**src/rtl/rvm_mem_port_if.sv**
```systemverilog
// Memory bus bundle between rvm_mem_port (master) and the memory/interconnect (slave).
// Request phase is req/gnt; the response phase is a single rvalid beat carrying rdata and berr.
interface rvm_mem_port_if;
    logic        req;
    logic        gnt;
    logic        wen;
    logic [31:0] addr;
    logic [31:0] wdata;
    logic [3:0]  strb;
    logic        rvalid;
    logic [31:0] rdata;
    logic        berr;

    modport master (
        output req, wen, addr, wdata, strb,
        input  gnt, rvalid, rdata, berr
    );

    modport slave (
        input  req, wen, addr, wdata, strb,
        output gnt, rvalid, rdata, berr
    );
endinterface

```
**src/rtl/rvm_mem_port.sv**
```systemverilog
// Load/store bus port for the multi-cycle RISC-V core: lane steering, misalignment checks, bus errors.
// Optional watchdog on the bus transaction is enabled with `define RVM_MEM_TIMEOUT_EN.
module rvm_mem_port #(
    parameter int unsigned TIMEOUT_CYCLES = 255
) (
    input  logic        clk,
    input  logic        reset,
    input  logic        ctrl_req,
    input  logic        ctrl_wen,
    input  logic [1:0]  ctrl_size,
    input  logic        ctrl_sext,
    input  logic [31:0] ctrl_addr,
    input  logic [31:0] ctrl_wdata,
    output logic        ctrl_done,
    output logic        ctrl_err,
    output logic [31:0] ctrl_rdata,
    output logic        busy,
    rvm_mem_port_if.master mem
);

    typedef enum logic [1:0] {
        IDLE  = 2'd0,
        ISSUE = 2'd1,
        WAIT  = 2'd2,
        RESP  = 2'd3
    } MemState;

    MemState     state;
    MemState     nextState;

    logic        wenQ;
    logic [1:0]  sizeQ;
    logic        sextQ;
    logic [31:0] addrQ;
    logic [31:0] wdataQ;
    logic [3:0]  strbQ;
    logic        errQ;
    logic [31:0] rdataQ;

    logic        cmdBad;
    logic [31:0] laneWdata;
    logic [3:0]  laneStrb;
    logic [31:0] shiftedRdata;
    logic [31:0] loadData;
    logic        timeoutHit;

    // Command checks and store-lane steering work on the raw request so the bus
    // registers hold final values from the first ISSUE cycle onward.
    always_comb begin
        cmdBad    = 1'b0;
        laneWdata = ctrl_wdata;
        laneStrb  = 4'b1111;
        case (ctrl_size)
            2'b00: begin
                laneWdata = {4{ctrl_wdata[7:0]}};
                laneStrb  = 4'b0001 << ctrl_addr[1:0];
            end
            2'b01: begin
                cmdBad    = ctrl_addr[0];
                laneWdata = {2{ctrl_wdata[15:0]}};
                laneStrb  = 4'b0011 << ctrl_addr[1:0];
            end
            2'b10: begin
                cmdBad    = (ctrl_addr[1:0] != 2'b00);
            end
            default: begin
                cmdBad    = 1'b1;
            end
        endcase
    end

    always_comb begin
        shiftedRdata = mem.rdata >> {addrQ[1:0], 3'b000};
        loadData     = shiftedRdata;
        case (sizeQ)
            2'b00:   loadData = {{24{sextQ & shiftedRdata[7]}}, shiftedRdata[7:0]};
            2'b01:   loadData = {{16{sextQ & shiftedRdata[15]}}, shiftedRdata[15:0]};
            default: loadData = shiftedRdata;
        endcase
    end

`ifdef RVM_MEM_TIMEOUT_EN
    localparam int CntWidth = ($clog2(TIMEOUT_CYCLES) > 8) ? $clog2(TIMEOUT_CYCLES) : 8;

    logic [CntWidth-1:0] timeoutCnt;

    // A response in the same cycle as the last allowed count still wins over the watchdog.
    assign timeoutHit = ((state == ISSUE) || (state == WAIT)) &&
                        (timeoutCnt == CntWidth'(TIMEOUT_CYCLES - 1)) &&
                        !((state == WAIT) && mem.rvalid);

    always_ff @(posedge clk or posedge reset) begin
        if (reset) begin
            timeoutCnt <= '0;
        end else if ((state == IDLE) && ctrl_req && !cmdBad) begin
            timeoutCnt <= '0;
        end else if ((state == ISSUE) || (state == WAIT)) begin
            timeoutCnt <= timeoutCnt + 1'b1;
        end
    end
`else
    logic unusedTimeoutParam;

    assign timeoutHit         = 1'b0;
    assign unusedTimeoutParam = ^TIMEOUT_CYCLES;
`endif

    always_ff @(posedge clk or posedge reset) begin
        if (reset) begin
            state <= IDLE;
        end else begin
            state <= nextState;
        end
    end

    always_comb begin
        nextState = state;
        case (state)
            IDLE: begin
                if (ctrl_req) begin
                    nextState = cmdBad ? RESP : ISSUE;
                end
            end
            ISSUE: begin
                if (timeoutHit) begin
                    nextState = RESP;
                end else if (mem.gnt) begin
                    nextState = WAIT;
                end
            end
            WAIT: begin
                if (mem.rvalid || timeoutHit) begin
                    nextState = RESP;
                end
            end
            default: begin
                nextState = IDLE;
            end
        endcase
    end

    // Command capture and response bookkeeping; ctrl_rdata only moves on a clean load.
    always_ff @(posedge clk or posedge reset) begin
        if (reset) begin
            wenQ   <= 1'b0;
            sizeQ  <= 2'b00;
            sextQ  <= 1'b0;
            addrQ  <= '0;
            wdataQ <= '0;
            strbQ  <= '0;
            errQ   <= 1'b0;
            rdataQ <= '0;
        end else begin
            case (state)
                IDLE: begin
                    if (ctrl_req) begin
                        wenQ   <= ctrl_wen;
                        sizeQ  <= ctrl_size;
                        sextQ  <= ctrl_sext;
                        addrQ  <= ctrl_addr;
                        wdataQ <= laneWdata;
                        strbQ  <= laneStrb;
                        errQ   <= cmdBad;
                    end
                end
                ISSUE: begin
                    if (timeoutHit) begin
                        errQ <= 1'b1;
                    end
                end
                WAIT: begin
                    if (mem.rvalid) begin
                        errQ <= mem.berr;
                        if (!wenQ && !mem.berr) begin
                            rdataQ <= loadData;
                        end
                    end else if (timeoutHit) begin
                        errQ <= 1'b1;
                    end
                end
                default: begin
                end
            endcase
        end
    end

    assign busy       = (state != IDLE);
    assign ctrl_done  = (state == RESP);
    assign ctrl_err   = (state == RESP) && errQ;
    assign ctrl_rdata = rdataQ;

    assign mem.req   = (state == ISSUE);
    assign mem.wen   = wenQ;
    assign mem.addr  = {addrQ[31:2], 2'b00};
    assign mem.wdata = wdataQ;
    assign mem.strb  = strbQ;

endmodule

```
**src/flat_wrapper.sv**
```systemverilog
// flat-port wrapper written by rule: the top's interface ports become plain ports
module rvm_mem_port_flat 
#(
    parameter int unsigned TIMEOUT_CYCLES = 255
)
  (clk, reset, ctrl_req, ctrl_wen, ctrl_size, ctrl_sext, ctrl_addr, ctrl_wdata, ctrl_done, ctrl_err, ctrl_rdata, busy, mem_req, mem_wen, mem_addr, mem_wdata, mem_strb, mem_gnt, mem_rvalid, mem_rdata, mem_berr);
  rvm_mem_port_if mem_i ();
  input  logic clk;
  input  logic reset;
  input  logic ctrl_req;
  input  logic ctrl_wen;
  input  logic [1:0] ctrl_size;
  input  logic ctrl_sext;
  input  logic [31:0] ctrl_addr;
  input  logic [31:0] ctrl_wdata;
  output logic ctrl_done;
  output logic ctrl_err;
  output logic [31:0] ctrl_rdata;
  output logic busy;
  output wire logic [$bits(mem_i.req)-1:0] mem_req;
  output wire logic [$bits(mem_i.wen)-1:0] mem_wen;
  output wire logic [$bits(mem_i.addr)-1:0] mem_addr;
  output wire logic [$bits(mem_i.wdata)-1:0] mem_wdata;
  output wire logic [$bits(mem_i.strb)-1:0] mem_strb;
  input wire logic [$bits(mem_i.gnt)-1:0] mem_gnt;
  input wire logic [$bits(mem_i.rvalid)-1:0] mem_rvalid;
  input wire logic [$bits(mem_i.rdata)-1:0] mem_rdata;
  input wire logic [$bits(mem_i.berr)-1:0] mem_berr;
  assign mem_req = mem_i.req;
  assign mem_wen = mem_i.wen;
  assign mem_addr = mem_i.addr;
  assign mem_wdata = mem_i.wdata;
  assign mem_strb = mem_i.strb;
  assign mem_i.gnt = mem_gnt;
  assign mem_i.rvalid = mem_rvalid;
  assign mem_i.rdata = mem_rdata;
  assign mem_i.berr = mem_berr;
  rvm_mem_port #(.TIMEOUT_CYCLES(TIMEOUT_CYCLES)) u_core (.clk(clk), .reset(reset), .ctrl_req(ctrl_req), .ctrl_wen(ctrl_wen), .ctrl_size(ctrl_size), .ctrl_sext(ctrl_sext), .ctrl_addr(ctrl_addr), .ctrl_wdata(ctrl_wdata), .ctrl_done(ctrl_done), .ctrl_err(ctrl_err), .ctrl_rdata(ctrl_rdata), .busy(busy), .mem(mem_i));
endmodule
```
**config.mk**
```make
export PLATFORM = sky130hd
export DESIGN_NAME = rvm_mem_port_flat
export DESIGN_NICKNAME = d
export VERILOG_FILES = /design/src/rtl/rvm_mem_port_if.sv /design/src/rtl/rvm_mem_port.sv /design/src/flat_wrapper.sv
export SDC_FILE = /design/constraint.sdc
export NUM_CORES = 1
export LEC_CHECK = 0
export BUFFER_PORTS_ARGS = -buffer_cell sky130_fd_sc_hd__buf_2
export CELL_PAD_IN_SITES_DETAIL_PLACEMENT = 1
export CELL_PAD_IN_SITES_GLOBAL_PLACEMENT = 1
export CORE_AREA = 2 2 155 157
export CTS_BUF_LIST = sky130_fd_sc_hd__clkbuf_8
export DETAILED_ROUTE_END_ITERATION = 12
export DIE_AREA = 0 0 157 159
export PLACE_DENSITY = 0.55
export SETUP_SLACK_MARGIN = 0.15
export SYNTH_ARGS = -nofsm -noshare
export SYNTH_HDL_FRONTEND = slang
export SYNTH_SLANG_ARGS = --single-unit
```
**constraint.sdc**
```tcl
create_clock -name clk -period 4.6 [get_ports clk]
set_input_delay 0.46 -clock clk [delete_from_list [all_inputs] [get_ports clk]]
set_output_delay 0.46 -clock clk [all_outputs]
set_load 0.005 [all_outputs]
```
; ---- Word-level counts from Yosys, hierarchy flattened
; Index checks and enable logic that the tools add are counted.
[word_totals]
in_bits = 106
wordCells = 49
regBits = 107
[classes]
bitwise_logic = 2
eq_ne = 9
n_mux = 12
reduce_logical = 14
n_shift = 3
[ops]
columns = cell, count
row1 = case mux 32 bit (2 select lines), 2
row2 = >> shifter 32 x 5 -> 32 bit, 1
row3 = AND reduction 3 bit, 3
row4 = 2-to-1 mux 2 bit, 4
row5 = case mux 4 bit (2 select lines), 1
row6 = "equality test 2 x 1 -> 1 bit, second input constant", 3
row7 = "equality test 2 bit, second input constant", 3
row8 = logical NOT 2 bit, 3
row9 = case mux 2 bit (3 select lines), 1
row10 = nonzero test 2 bit, 3
row11 = "!= test 2 bit, second input constant", 2
row12 = "<< shifter 1 x 2 -> 4 bit, first input constant", 1
row13 = "<< shifter 2 x 2 -> 4 bit, first input constant", 1
row14 = case mux 1 bit (3 select lines), 1
row15 = bitwise AND 1 bit, 2
row16 = logical AND 1 bit, 2
row17 = logical NOT 1 bit, 2
row18 = 2-to-1 mux 1 bit, 2
row19 = "!= test 2 x 1 -> 1 bit, second input constant", 1
row20 = case mux 1 bit (2 select lines), 1
row21 = AND reduction 2 bit, 1

; ---- Longest topological paths before layout
[logic_depth]
word_depth = 5
mapped_depth = 8

; ---- Worst setup path after synthesis
; Ideal clock, no wire load.
[synth_timing]
path_type = reg-to-reg
startpoint = reg u_core.state[0]
endpoint = reg u_core.rdataQ[23] (netlist: u_core.ctrl_rdata[23])
stages_incl_launch_ff = 9
setup_time_ps = 126
path_buffers = 2
required_time_ps = 4474
slack_ps = 2891
arrival_ps = 1583
path_cell_list = dfrtp_1 > inv_1 > ha_1 > nand4bb_1 > clkbuf_1 > nor3_1 > o211a_1 > buf_6 > a221o_1
[synth_via]
elab_chain_cells = 2
[synth_lines]
columns = element, line
row1 = from (decl), rvm_mem_port.sv:28  ; MemState state;
row2 = from (signal assigned), rvm_mem_port.sv:112  ; state <= nextState;
row3 = equality test 2 bit, rvm_mem_port.sv:154  ; case (state)
row4 = AND reduction 3 bit (no source line), n/a
row5 = to (signal assigned), rvm_mem_port.sv:175  ; rdataQ <= loadData;
row6 = to (decl), rvm_mem_port.sv:38  ; logic [31:0] rdataQ;
; Every way passes these cells.
; A chain may end at the register's enable or synchronous reset.

; ---- Worst setup path after layout
[layout_timing]
startpoint = reg u_core.addrQ[1]
endpoint = reg u_core.rdataQ[16] (netlist: u_core.ctrl_rdata[16])
[layout_via]
elab_chain_cells = 3
elab_cells_between_ends = 4
classes_between = 1 x shift / 1 x mux / 2 x bitwise
[layout_lines]
columns = element, line
row1 = from (decl), rvm_mem_port.sv:34  ; logic [31:0] addrQ;
row2 = from (signal assigned), rvm_mem_port.sv:160  ; addrQ <= ctrl_addr;
row3 = >> shifter 32 x 5 -> 32 bit (*), rvm_mem_port.sv:73  ; shiftedRdata = mem.rdata >> {addrQ[1:0], 3'b000};
row4 = bitwise AND 1 bit (on tied branches), "rvm_mem_port.sv:77, rvm_mem_port.sv:76"
row5 = case mux 32 bit (2 select lines) (*), rvm_mem_port.sv:75  ; case (sizeQ)
; Every way passes the cells marked *; elsewhere a longest branch is shown, timed or not.

==> metrics.txt <==
# TYPE chip_impl_metric gauge
chip_impl_metric{name="synthesis.area",unit="µm²"} 5269
chip_impl_metric{name="layout.filler_cells",unit=""} 2686
chip_impl_metric{name="final_nets",unit=""} 763
chip_impl_metric{name="tns",unit="ns"} 0
chip_impl_info{name="synthDominantAreaCellType",value="sky130_fd_sc_hd__dfrtp_1"} 1
chip_impl_metric{name="rows",unit=""} 56
chip_impl_metric{name="fin_worst_hold_slack",unit="ns"} 0.2399
chip_impl_metric{name="post_route_cells_drive_above_1_share",unit="%"} 43.77
chip_impl_metric{name="cp_data_arrival_time",unit="ns"} 2.79
chip_impl_metric{name="numClockSinks",unit=""} 107
chip_impl_metric{name="htreeDepth",unit=""} 3
chip_impl_metric{name="chip_height",unit="µm"} 159
chip_impl_metric{name="setup_viol_count_final",unit=""} 0
chip_impl_metric{name="total_vias_in_the_final_route",unit=""} 4203
chip_impl_metric{name="final_period_minus_worst_setup_slack",unit="ns"} 2.568
chip_impl_metric{name="synth_area_per_cell",unit="µm²"} 10.73
chip_impl_metric{name="clkTransAtPathRegs",unit="ns"} 0.11
chip_impl_info{name="clockRootBuffer",value="sky130_fd_sc_hd__clkbuf_8"} 1
chip_impl_metric{name="pre_cts_slack",unit="ns"} 2.022
chip_impl_metric{name="least_margin_pin_slew",unit="ns"} 1.206
chip_impl_metric{name="drcViolationCount",unit=""} 0
chip_impl_info{name="hold_class",value="in -> async"} 1
chip_impl_metric{name="post_detailed_route_via_to_cell_ratio",unit=""} 4.298
chip_impl_metric{name="drv.max_cap_violation_count",unit=""} 0
chip_impl_metric{name="grt_max_degree",unit=""} 71
chip_impl_metric{name="gr-usage-all-layers",unit="%"} 13.40
chip_impl_metric{name="avgRoutedWirePerCell",unit="µm"} 17.13
chip_impl_metric{name="initialDrtViolationCount",unit=""} 152
chip_impl_metric{name="start_util",unit="%"} 22.72
chip_impl_metric{name="yosysSeqAreaShare",unit="%"} 50.82
chip_impl_info{name="result_of_the_run",value="finished, final reports clean"} 1
chip_impl_metric{name="core_region_area",unit="µm²"} 23190
chip_impl_metric{name="cts_inserted_buffers",unit=""} 9
chip_impl_metric{name="worstPathRequired",unit="ns"} 4.82
chip_impl_info{name="endpoint_class_of_the_critical_path",value="flop"} 1
chip_impl_metric{name="via_count_of_the_first_global_routing_pass",unit=""} 4611
chip_impl_info{name="timing.setup.critical_path_class",value="reg -> reg"} 1
chip_impl_metric{name="peak_supply_drop",unit="mV"} 0.1802
chip_impl_metric{name="antenna_violations_before_repair",unit=""} 2
chip_impl_metric{name="gpl.final_weighted_congestion",unit=""} 0.7889
chip_impl_info{name="timing.critical_path.from_type",value="flop"} 1
chip_impl_metric{name="max_freq",unit="GHz"} 0.3894
chip_impl_metric{name="finalWirelength",unit="µm"} 16750
chip_impl_metric{name="timing.final.crit_share",unit="%"} 55.83
chip_impl_metric{name="cts-root-to-sink-buffers",unit=""} 2
chip_impl_info{name="rsz_0062_raised_after_global_routing",value="false"} 1
chip_impl_metric{name="yosys_warnings",unit=""} 0
chip_impl_metric{name="post-cts-setup-buffer-count",unit=""} 0
chip_impl_metric{name="i_o_pins",unit=""} 211
chip_impl_metric{name="clkLatencyLatePin",unit="ns"} 0.38
chip_impl_metric{name="timing.clock.skew",unit="ns"} 0.01880
chip_impl_metric{name="final_hold_viol_count",unit=""} 0
chip_impl_metric{name="slew_headroom",unit="%"} 19.60
chip_impl_metric{name="power-per-cell-area",unit="nW/µm²"} 602.1
chip_impl_metric{name="synth_cells",unit=""} 491
chip_impl_metric{name="power.leakage",unit="µW"} 0.003282
chip_impl_metric{name="post_cts.resized_instances",unit=""} 0
chip_impl_metric{name="maxSlewViolCount",unit=""} 0
chip_impl_info{name="yosys-top-cells-area",value="sky130_fd_sc_hd__dfrtp_1, sky130_fd_sc_hd__mux2_2, sky130_fd_sc_hd__mux2i_1"} 1
chip_impl_metric{name="postRouteAntennaNets",unit=""} 0
chip_impl_info{name="cts_tree",value="done"} 1
chip_impl_metric{name="die_w",unit="µm"} 157
chip_impl_metric{name="grt_first_pass_wirelength",unit="µm"} 26120
chip_impl_metric{name="seq_area",unit="µm²"} 2678
chip_impl_metric{name="globalRouteOverflowTotal",unit=""} 0
chip_impl_metric{name="detailed_placement_wirelength_estimate",unit="µm"} 12820
chip_impl_metric{name="drt-pass1-iter-count",unit=""} 4
chip_impl_metric{name="post_synth_num_cell_types",unit=""} 36
chip_impl_metric{name="register_bit_count_reported_by_yosys",unit=""} 107
chip_impl_metric{name="fp.dieArea",unit="µm²"} 24960
chip_impl_metric{name="synth_largest_type_area_fraction",unit="%"} 50.82
chip_impl_metric{name="hold_buffers",unit=""} 0
chip_impl_metric{name="area_growth_syn_to_layout",unit="%"} 25.22
chip_impl_metric{name="finalWorstSetupSlack",unit="ns"} 2.032
chip_impl_metric{name="port_buffers",unit=""} 208
chip_impl_metric{name="multi_input_area",unit="µm²"} 2198
chip_impl_metric{name="critical_path_peak_fanout",unit=""} 29
power by group:
group          internal (µW)  total (µW)  switching [µW]
clock                    302         652             350
combinational            826        1600             775
sequential              1380        1720             341
total                   2510        3970            1470
cell families (layout without fill, tap and decap cells):
family	Yosys count	in the layout	share of synthesized area, %
DFF	107	107	50.82
and+or+nand+nor	123	123	10.52
adders and majority gates	4	4	0.9499
muxes	96	96	19.78
other	1	3	0.07117
AOI/OAI and AO/OA	90	90	10.19
buffers and inverters	70	236	7.670
worst paths after layout:
| path | start | end | depth (start not counted) | slack, ns |
|---|---|---|---|---|
| min in group clk | ctrl_addr[2] | u_core.addrQ[2] | 2 | 0.30 |
| max in group asynchronous | reset | u_core.ctrl_rdata[17] | 3 | 3.23 |
| setup / recovery | u_core.addrQ[1] | u_core.ctrl_rdata[16] | 3 | 2.03 |
| setup reg to reg | u_core.addrQ[1] | u_core.ctrl_rdata[16] | 3 | 2.03 |
| hold reg to reg | u_core.mem.wdata[12] | u_core.mem.wdata[12] | 2 | 0.49 |
| hold / removal | reset | u_core.addrQ[17] | 2 | 0.24 |
layout by cell type (no fill, tap or decap), types with 2 or more instances in the layout:
| master | n |
|---|---|
| sky130_fd_sc_hd__mux2i_1 | 43 |
| sky130_fd_sc_hd__buf_4 | 3 |
| sky130_fd_sc_hd__nand2_1 | 45 |
| sky130_fd_sc_hd__nor2b_1 | 5 |
| sky130_fd_sc_hd__nand3b_1 | 2 |
| sky130_fd_sc_hd__mux2_2 | 51 |
| sky130_fd_sc_hd__buf_2 | 208 |
| sky130_fd_sc_hd__ha_1 | 4 |
| sky130_fd_sc_hd__o21ai_0 | 48 |
| sky130_fd_sc_hd__and2_1 | 8 |
| sky130_fd_sc_hd__nor2_1 | 38 |
| sky130_fd_sc_hd__a221o_1 | 9 |
| sky130_fd_sc_hd__nand3_1 | 14 |
| sky130_fd_sc_hd__clkbuf_8 | 12 |
| sky130_fd_sc_hd__a221oi_1 | 2 |
| sky130_fd_sc_hd__dfrtp_1 | 107 |
| sky130_fd_sc_hd__inv_1 | 8 |
| sky130_fd_sc_hd__a21oi_1 | 23 |
| sky130_fd_sc_hd__nor3_1 | 4 |
| sky130_fd_sc_hd__conb_1 | 2 |
| sky130_fd_sc_hd__o211ai_1 | 3 |
worst max-delay path, cell delays in order (launching register included):
cell	delay, ns
sky130_fd_sc_hd__dfrtp_1	1.10
sky130_fd_sc_hd__mux4_2	0.64
sky130_fd_sc_hd__o211ai_1	0.52
sky130_fd_sc_hd__nand3_1	0.14
through the flow:
step / total power [µW] / std cells / utilization (%) / instance area (µm²)
CTS: 4063 / 977 / 28.44 / 6595
finish: 3972 / 978 / 28.45 / 6598
global route: 4314 / 977 / 28.44 / 6595
detailed placement: 3387 / 961 / 27.49 / 6375
global placement: 3296 / 961 / 27.49 / 6375
floorplan: 2772 / 492 / - / 5273
per-layer routing:
layer  global-route usage [%]  part of all wire, %
met2                    21.97                   47
met3                    4.654                  8.2
met5                        0                0.078
met4                    3.336                  1.4
met1                    16.82                   44
synthesized netlist by cell type (all sizes together):
| master | number |
|---|---|
| nand3b | 2 |
| inv | 9 |
| o31a | 1 |
| conb | 1 |
| o2bb2ai | 1 |
| mux4 | 1 |
| nand3 | 14 |
| o22ai | 1 |
| a21oi | 24 |
| nor2b | 5 |
| mux2i | 43 |
| o21ai | 48 |
| nor2 | 39 |
| nor3b | 1 |
| nand2b | 1 |
| a221o | 9 |
| ha | 4 |
| and2 | 8 |
| o211a | 1 |
| o211ai | 3 |
| nor3 | 5 |
| nand4bb | 1 |
| buf | 43 |
| dfrtp | 107 |
| nand2 | 46 |
| a221oi | 2 |
| mux2 | 52 |
| or2 | 1 |
| clkbuf | 18 |
final cells by class:
cell class / instances / share of cell area (%)
clock inverter: 4 / 0.8344
clock buffer: 12 / 2.503
tap: 319 / 6.050
timing repair buffer: 211 / 16.12
antenna: 1 / 0.03793
sequential: 107 / 40.58
inverter: 9 / 0.5500
multi-input combinational: 315 / 33.32
state kept, by name, indices dropped and copies added, names as in the netlist:
register / cells
u_core.addrQ: 32
u_core.errQ: 1
u_core.ctrl_rdata: 32
u_core.sextQ: 1
u_core.sizeQ: 2
u_core.mem.wdata: 32
u_core.mem.wen: 1
u_core.mem.strb: 4
u_core.state: 2
(Power assumes the default switching activity.)
